**config.mk**
```make
export PLATFORM = sky130hd
export DESIGN_NAME = cargador_resta
export DESIGN_NICKNAME = d
export VERILOG_FILES = /design/src/rtl/cargador_resta.sv
export SDC_FILE = /design/constraint.sdc
export NUM_CORES = 1
export LEC_CHECK = 0
export BUFFER_PORTS_ARGS = -buffer_cell sky130_fd_sc_hd__clkbuf_2
export CORE_MARGIN = 3
export CORE_UTILIZATION = 40
export DETAILED_ROUTE_END_ITERATION = 16
export PLACE_DENSITY = 0.69
export SETUP_SLACK_MARGIN = 0.1
export SLEW_MARGIN = 20
export SYNTH_ARGS = -nofsm -noshare
export SYNTH_HDL_FRONTEND = slang
export SYNTH_SLANG_ARGS = --single-unit
```
**constraint.sdc**
```tcl
create_clock -name clk -period 1.32 [get_ports clk]
set_input_delay 0.264 -clock clk [delete_from_list [all_inputs] [get_ports clk]]
set_output_delay 0.264 -clock clk [all_outputs]
set_load 0.005 [all_outputs]
```
**src/rtl/cargador_resta.sv**
```systemverilog
// ---------------------------------------------------------------------------
// cargador_resta
//
// Operand-loading and result-capture sequencer for the 4-bit signed
// subtractor on the lab board.
//
// Two presses of the load button capture operand A, then operand B, from
// the slide switches. One cycle after B is captured, the subtractor's
// difference and flags are latched into the result registers. The current
// state is also exported so it can be shown on the LEDs.
//
// Ports:
//   clk       in   system clock
//   rst_n     in   synchronous reset, active low
//   sw        in   [W] switch value, the operand source
//   btn_load  in   raw load/advance button (asynchronous, active high)
//   btn_clr   in   raw clear button (asynchronous, active high)
//   d_in      in   [W] difference from the subtractor
//   ov_in     in   subtractor overflow flag
//   neg_in    in   subtractor negative flag
//   zero_in   in   subtractor zero flag
//   op_a      out  [W] registered operand A for the subtractor
//   op_b      out  [W] registered operand B for the subtractor
//   res       out  [W] latched difference
//   res_ov    out  latched overflow flag
//   res_neg   out  latched negative flag
//   res_zero  out  latched zero flag
//   res_valid out  high while res/flags belong to the current op_a/op_b
//   estado    out  [2] current state encoding (ESP_A=0, ESP_B=1,
//                  CALC=2, MOSTRAR=3)
// ---------------------------------------------------------------------------
module cargador_resta #(
    parameter int W = 4
) (
    input  logic         clk,
    input  logic         rst_n,
    input  logic [W-1:0] sw,
    input  logic         btn_load,
    input  logic         btn_clr,
    input  logic [W-1:0] d_in,
    input  logic         ov_in,
    input  logic         neg_in,
    input  logic         zero_in,
    output logic [W-1:0] op_a,
    output logic [W-1:0] op_b,
    output logic [W-1:0] res,
    output logic         res_ov,
    output logic         res_neg,
    output logic         res_zero,
    output logic         res_valid,
    output logic [1:0]   estado
);

    typedef enum logic [1:0] {
        ESP_A   = 2'd0,
        ESP_B   = 2'd1,
        CALC    = 2'd2,
        MOSTRAR = 2'd3
    } estado_t;

    estado_t state_q, state_d;

    logic ld_s0, ld_s1, ld_s2;
    logic cl_s0, cl_s1, cl_s2;
    logic ld_pulse, cl_pulse;

    logic [W-1:0] op_a_d, op_b_d, res_d;
    logic         res_ov_d, res_neg_d, res_zero_d, res_valid_d;

    // Button conditioning. s0/s1 form the synchroniser and s2 remembers
    // the previous synchronised level. A held button therefore yields a
    // single one-cycle pulse. Bounce is deliberately not filtered.
    always_ff @(posedge clk) begin
        if (!rst_n) begin
            ld_s0 <= 1'b0;
            ld_s1 <= 1'b0;
            ld_s2 <= 1'b0;
            cl_s0 <= 1'b0;
            cl_s1 <= 1'b0;
            cl_s2 <= 1'b0;
        end else begin
            ld_s0 <= btn_load;
            ld_s1 <= ld_s0;
            ld_s2 <= ld_s1;
            cl_s0 <= btn_clr;
            cl_s1 <= cl_s0;
            cl_s2 <= cl_s1;
        end
    end

    assign ld_pulse = ld_s1 & ~ld_s2;
    assign cl_pulse = cl_s1 & ~cl_s2;

    // State and data registers. All next values come from the
    // combinational process below.
    always_ff @(posedge clk) begin
        if (!rst_n) begin
            state_q   <= ESP_A;
            op_a      <= '0;
            op_b      <= '0;
            res       <= '0;
            res_ov    <= 1'b0;
            res_neg   <= 1'b0;
            res_zero  <= 1'b0;
            res_valid <= 1'b0;
        end else begin
            state_q   <= state_d;
            op_a      <= op_a_d;
            op_b      <= op_b_d;
            res       <= res_d;
            res_ov    <= res_ov_d;
            res_neg   <= res_neg_d;
            res_zero  <= res_zero_d;
            res_valid <= res_valid_d;
        end
    end

    // Next-state and next-data logic. By default every register holds its
    // value. A clear pulse takes priority over any load pulse in the same
    // cycle.
    always_comb begin
        state_d     = state_q;
        op_a_d      = op_a;
        op_b_d      = op_b;
        res_d       = res;
        res_ov_d    = res_ov;
        res_neg_d   = res_neg;
        res_zero_d  = res_zero;
        res_valid_d = res_valid;

        if (cl_pulse) begin
            state_d     = ESP_A;
            op_a_d      = '0;
            op_b_d      = '0;
            res_d       = '0;
            res_ov_d    = 1'b0;
            res_neg_d   = 1'b0;
            res_zero_d  = 1'b0;
            res_valid_d = 1'b0;
        end else begin
            case (state_q)
                ESP_A: begin
                    if (ld_pulse) begin
                        op_a_d  = sw;
                        state_d = ESP_B;
                    end
                end
                ESP_B: begin
                    if (ld_pulse) begin
                        op_b_d  = sw;
                        state_d = CALC;
                    end
                end
                // The subtractor has had a full cycle to settle on the new
                // op_b, so its outputs can be captured now. Load pulses
                // that arrive here are dropped.
                CALC: begin
                    res_d       = d_in;
                    res_ov_d    = ov_in;
                    res_neg_d   = neg_in;
                    res_zero_d  = zero_in;
                    res_valid_d = 1'b1;
                    state_d     = MOSTRAR;
                end
                // A new press starts the next operation directly. The old
                // result stays visible but is marked stale.
                MOSTRAR: begin
                    if (ld_pulse) begin
                        op_a_d      = sw;
                        res_valid_d = 1'b0;
                        state_d     = ESP_B;
                    end
                end
                default: state_d = ESP_A;
            endcase
        end
    end

    assign estado = state_q;

endmodule

```
==> impl_results.html <==
<table>
<tr><th>Metric</th><th>Value</th></tr>
<tr><th colspan="2">STA</th></tr>
<tr><td>Actual transition at the worst max-transition pin</td><td>482 ps</td></tr>
<tr><td>Fmax</td><td>859 MHz</td></tr>
<tr><td>Aggregate negative setup slack</td><td>0 ps</td></tr>
<tr><td>Fin. Hold Viols</td><td>0</td></tr>
<tr><td>Post-route fraction of the period consumed by the critical path</td><td>0.882</td></tr>
<tr><td>Worst clock skew on the final layout</td><td>4.33 ps</td></tr>
<tr><td>Tmin final</td><td>1160 ps</td></tr>
<tr><td>Min Hold Slack</td><td>162 ps</td></tr>
<tr><td>Worst slew margin relative to its limit</td><td>0.677</td></tr>
<tr><td>Final setup fails</td><td>0</td></tr>
<tr><td>Unrepaired setup endpoints after global routing</td><td>yes</td></tr>
<tr><td>Max-slew violation count</td><td>0</td></tr>
<tr><th colspan="2">Worst setup path</th></tr>
<tr><td>Data required time of the worst path</td><td>1510 ps</td></tr>
<tr><td>Critical setup path kind</td><td>reg2reg</td></tr>
<tr><td>Cells along the critical path</td><td>inv_4 -&gt; ha_4 -&gt; nand3b_4 -&gt; mux2i_1 -&gt; nor2_1</td></tr>
<tr><td>Largest delay share family, worst path</td><td>flip-flops</td></tr>
<tr><td>Maximum cell stage delay along the critical path</td><td>410 ps</td></tr>
<tr><td>Cell with the biggest individual delay on the critical path</td><td>dfxtp_4</td></tr>
<tr><td>Buf/Inv on CP</td><td>1</td></tr>
<tr><td>Setup crit end kind</td><td>flip-flop</td></tr>
<tr><td>Worst-path fanout max</td><td>5</td></tr>
<tr><td>Kind of launch point of the worst setup path</td><td>flip-flop</td></tr>
<tr><td>Arrival time worst endpoint</td><td>1360 ps</td></tr>
<tr><th colspan="2">Route</th></tr>
<tr><td>Vias</td><td>668</td></tr>
<tr><td>Number of optimization iterations in the first detailed-route pass</td><td>2</td></tr>
<tr><td>Via count normalized by instance count</td><td>4.61</td></tr>
<tr><td>DRC violation count after routing</td><td>0</td></tr>
<tr><td>Detailed Route WL</td><td>1.56 mm</td></tr>
<tr><td>Initial drt markers</td><td>4</td></tr>
<tr><td>Average detailed-routed wire length per instance</td><td>10.7 um</td></tr>
<tr><td>Number of nets with antenna violations after routing</td><td>0</td></tr>
<tr><th colspan="2">Power and ir drop</th></tr>
<tr><td>Maximum ir drop on the vdd rail</td><td>0.000751 V</td></tr>
<tr><td>Ratio of total power to cell area</td><td>1740 mW/mm2</td></tr>
<tr><td>Pleak</td><td>0.609 nW</td></tr>
<tr><th colspan="2">Synth</th></tr>
<tr><td>Number of warnings issued by yosys</td><td>0</td></tr>
<tr><td>Number of distinct library cells after synthesis</td><td>17</td></tr>
<tr><td>Synthesized cell area</td><td>903 um2</td></tr>
<tr><td>Share of Yosys cell area claimed by the top area cell type</td><td>0.532</td></tr>
<tr><td>Flops &amp; latches, synth</td><td>24</td></tr>
<tr><td>Largest cells by area after synthesis</td><td>dfxtp_1 (53%), mux2i_1 (17%), nor2_1 (6.2%)</td></tr>
<tr><td>Synthesized netlist cell count</td><td>82</td></tr>
<tr><td>Post-synthesis cell type with the largest combined area</td><td>dfxtp_1</td></tr>
<tr><td>Avg Cell Area, Syn</td><td>11.0 um2</td></tr>
<tr><td>Synthesized netlist net count</td><td>101</td></tr>
<tr><td>Sequential element share of the synthesized area</td><td>0.532</td></tr>
<tr><th colspan="2">Final layout</th></tr>
<tr><td>Number of fill cells</td><td>192</td></tr>
<tr><td>Number of antenna diodes</td><td>0</td></tr>
<tr><td>Share of post-route cells with drive strength above 1</td><td>0.415</td></tr>
<tr><td>Area growth syn-to-layout</td><td>31.2%</td></tr>
<tr><td>Commonest cells after routing, fill and taps aside</td><td>clkbuf_2 (32), dfxtp_1 (22), mux2i_1 (15), nor2_1 (15), and2_1 (5)</td></tr>
<tr><td>Sequential cell area</td><td>488 um2</td></tr>
<tr><td>Total area of multi-input combinational cells</td><td>438 um2</td></tr>
<tr><td>Most common library cell in the layout ignoring fill and taps</td><td>clkbuf_2</td></tr>
<tr><td>Final net count</td><td>138</td></tr>
<tr><th colspan="2">Clock tree</th></tr>
<tr><td>Number of clock sinks</td><td>24</td></tr>
<tr><td>Clock insertion delay at the later pin of the skew report</td><td>300 ps</td></tr>
<tr><td>TritonCTS clock tree</td><td>done</td></tr>
<tr><td>Buffer type at the clock tree root</td><td>clkbuf_4</td></tr>
<tr><td>Clock-pin transition on the worst setup and hold timing paths</td><td>120 ps</td></tr>
<tr><td>Number of levels the H-tree was split into</td><td>1</td></tr>
<tr><td>Clock Tree Buf Depth</td><td>2</td></tr>
<tr><td>Total clock buffers created by CTS</td><td>3</td></tr>
<tr><th colspan="2">Place</th></tr>
<tr><td>Detailed-placement wirelength estimate</td><td>1.15 mm</td></tr>
<tr><td>Count of port buffers added during placement</td><td>32</td></tr>
<tr><td>Final weighted congestion of routability-driven global placement</td><td>0.708</td></tr>
<tr><th colspan="2">GRT</th></tr>
<tr><td>GRT Util Overall</td><td>0.118</td></tr>
<tr><td>Number of global-route vias before repair</td><td>538</td></tr>
<tr><td>Maximum number of pins on one net before global-route repair</td><td>19</td></tr>
<tr><td>Remaining global-route overflow</td><td>0</td></tr>
<tr><td>Global-route wire length before repair</td><td>2.36 mm</td></tr>
<tr><td>Antenna violations before repair</td><td>0</td></tr>
<tr><th colspan="2">Die</th></tr>
<tr><td>Area inside the core boundary</td><td>0.00204 mm2</td></tr>
<tr><td>IO Count</td><td>33</td></tr>
<tr><td>Height of the die</td><td>53.5 um</td></tr>
<tr><td>Die Outline Area</td><td>0.00286 mm2</td></tr>
<tr><td>Total number of placement rows</td><td>16</td></tr>
<tr><td>Starting Density</td><td>0.442</td></tr>
<tr><td>Horiz. Die Dim</td><td>53.5 um</td></tr>
<tr><th colspan="2">Run</th></tr>
<tr><td>Count of max-cap constraint violations</td><td>0</td></tr>
<tr><th colspan="2">Min path</th></tr>
<tr><td>Min-delay worst type</td><td>in2reg</td></tr>
<tr><th colspan="2">Outcome</th></tr>
<tr><td>Run status</td><td>completed</td></tr>
</table>
[where the power goes]
group	total, mW	switching [mW]	internal [mW]	leakage, nW
sequential	0.956	0.109	0.847	0.197
clock	0.368	0.200	0.168	0.0210
combinational	0.737	0.317	0.420	0.391
total	2.06	0.626	1.44	0.609
[worst reg2reg max path: stages, from the launching register on]
cell and delay (ps):
dfxtp_4 410, inv_4 50, ha_4 270, nand3b_4 110, mux2i_1 170, nor2_1 50
[repair_timing]
| item | 4_1_cts | 5_1_grt |
|---|---|---|
| endpoints found under the setup margin | 9 | 8 |
| resized for setup | 4 | 5 |
| buffers inserted | 0 | 2 |
| hold buffers | 0 | 0 |
| hold endpoints to repair | 0 | 0 |
| pin swaps | 0 | 1 |
[synthesized netlist by cell type (all sizes together)]
master and number:
buf 2, inv 3, mux2i 15, o21bai 1
nand3b 2, and2 6, a21o 2, nor2 15
nand2b 1, a21oi 3, o21ai 1, ha 4
dfxtp 24, nand2 3
[registers in the layout, summed over array words and instances (netlist names)]
signal / cells
res_ov: 1
cl_s0: 1
res_neg: 1
ld_s0: 1
res_zero: 1
cl_s2: 1
cl_s1: 1
op_b: 4
op_a: 4
estado: 2
ld_s1: 1
ld_s2: 1
res_valid: 1
res: 4
[metrics by stage]
stage | instances | instance area, um2 | total power, mW | setup slack (ps) | util
2_1_floorplan | 82 | 925 | 1.38 | 130 | -
3_3_place_gp | 139 | 1100 | 1.56 | 28.8 | 0.540
3_5_place_dp | 139 | 1100 | 1.59 | -18.3 | 0.540
4_1_cts | 143 | 1140 | 1.97 | 98.1 | 0.560
5_1_grt | 145 | 1180 | 2.20 | 75.6 | 0.580
6_report | 145 | 1180 | 2.06 | 156 | 0.580
[cells by family (layout without fill, tap and decap cells)]
| group | Yosys count | count (layout) | synth area share |
|---|---|---|---|
| AND/OR/NAND/NOR | 27 | 27 | 0.152 |
| flip-flops | 24 | 24 | 0.532 |
| multiplexers | 15 | 15 | 0.166 |
| AO/OA/AOI/OAI | 7 | 7 | 0.0637 |
| buffers and inverters | 5 | 41 | 0.0305 |
| adder cells (fa/ha/maj) | 4 | 4 | 0.0554 |
[area by class of cell]
type                            count  area share
Multi-Input combinational cell     53       0.370
Sequential cell                    24       0.412
Inverter                            3      0.0116
Timing Repair Buffer               34       0.148
Clock buffer                        4      0.0306
Tap cell                           27      0.0285
[worst paths after layout]
| kind | startpoint | to | slack [ps] | depth (start not counted) |
|---|---|---|---|---|
| worst max register to register | estado[0]$_SDFFE_PP0P_ | op_a[3]$_SDFFE_PP0P_ | 160 | 5 |
| worst min-delay path | btn_load | ld_s0$_SDFF_PN0_ | 160 | 2 |
| worst min register to register | ld_s0$_SDFF_PN0_ | ld_s1$_SDFF_PN0_ | 450 | 1 |
| worst max-delay path | estado[0]$_SDFFE_PP0P_ | op_a[3]$_SDFFE_PP0P_ | 160 | 5 |
[metal layers]
layer / track usage / share of wire
met5: 0 / 0
met4: 0.0894 / 0.019
met3: 0.0338 / 0.065
met2: 0.178 / 0.46
met1: 0.141 / 0.46
Power figures use the tool's default switching activity.
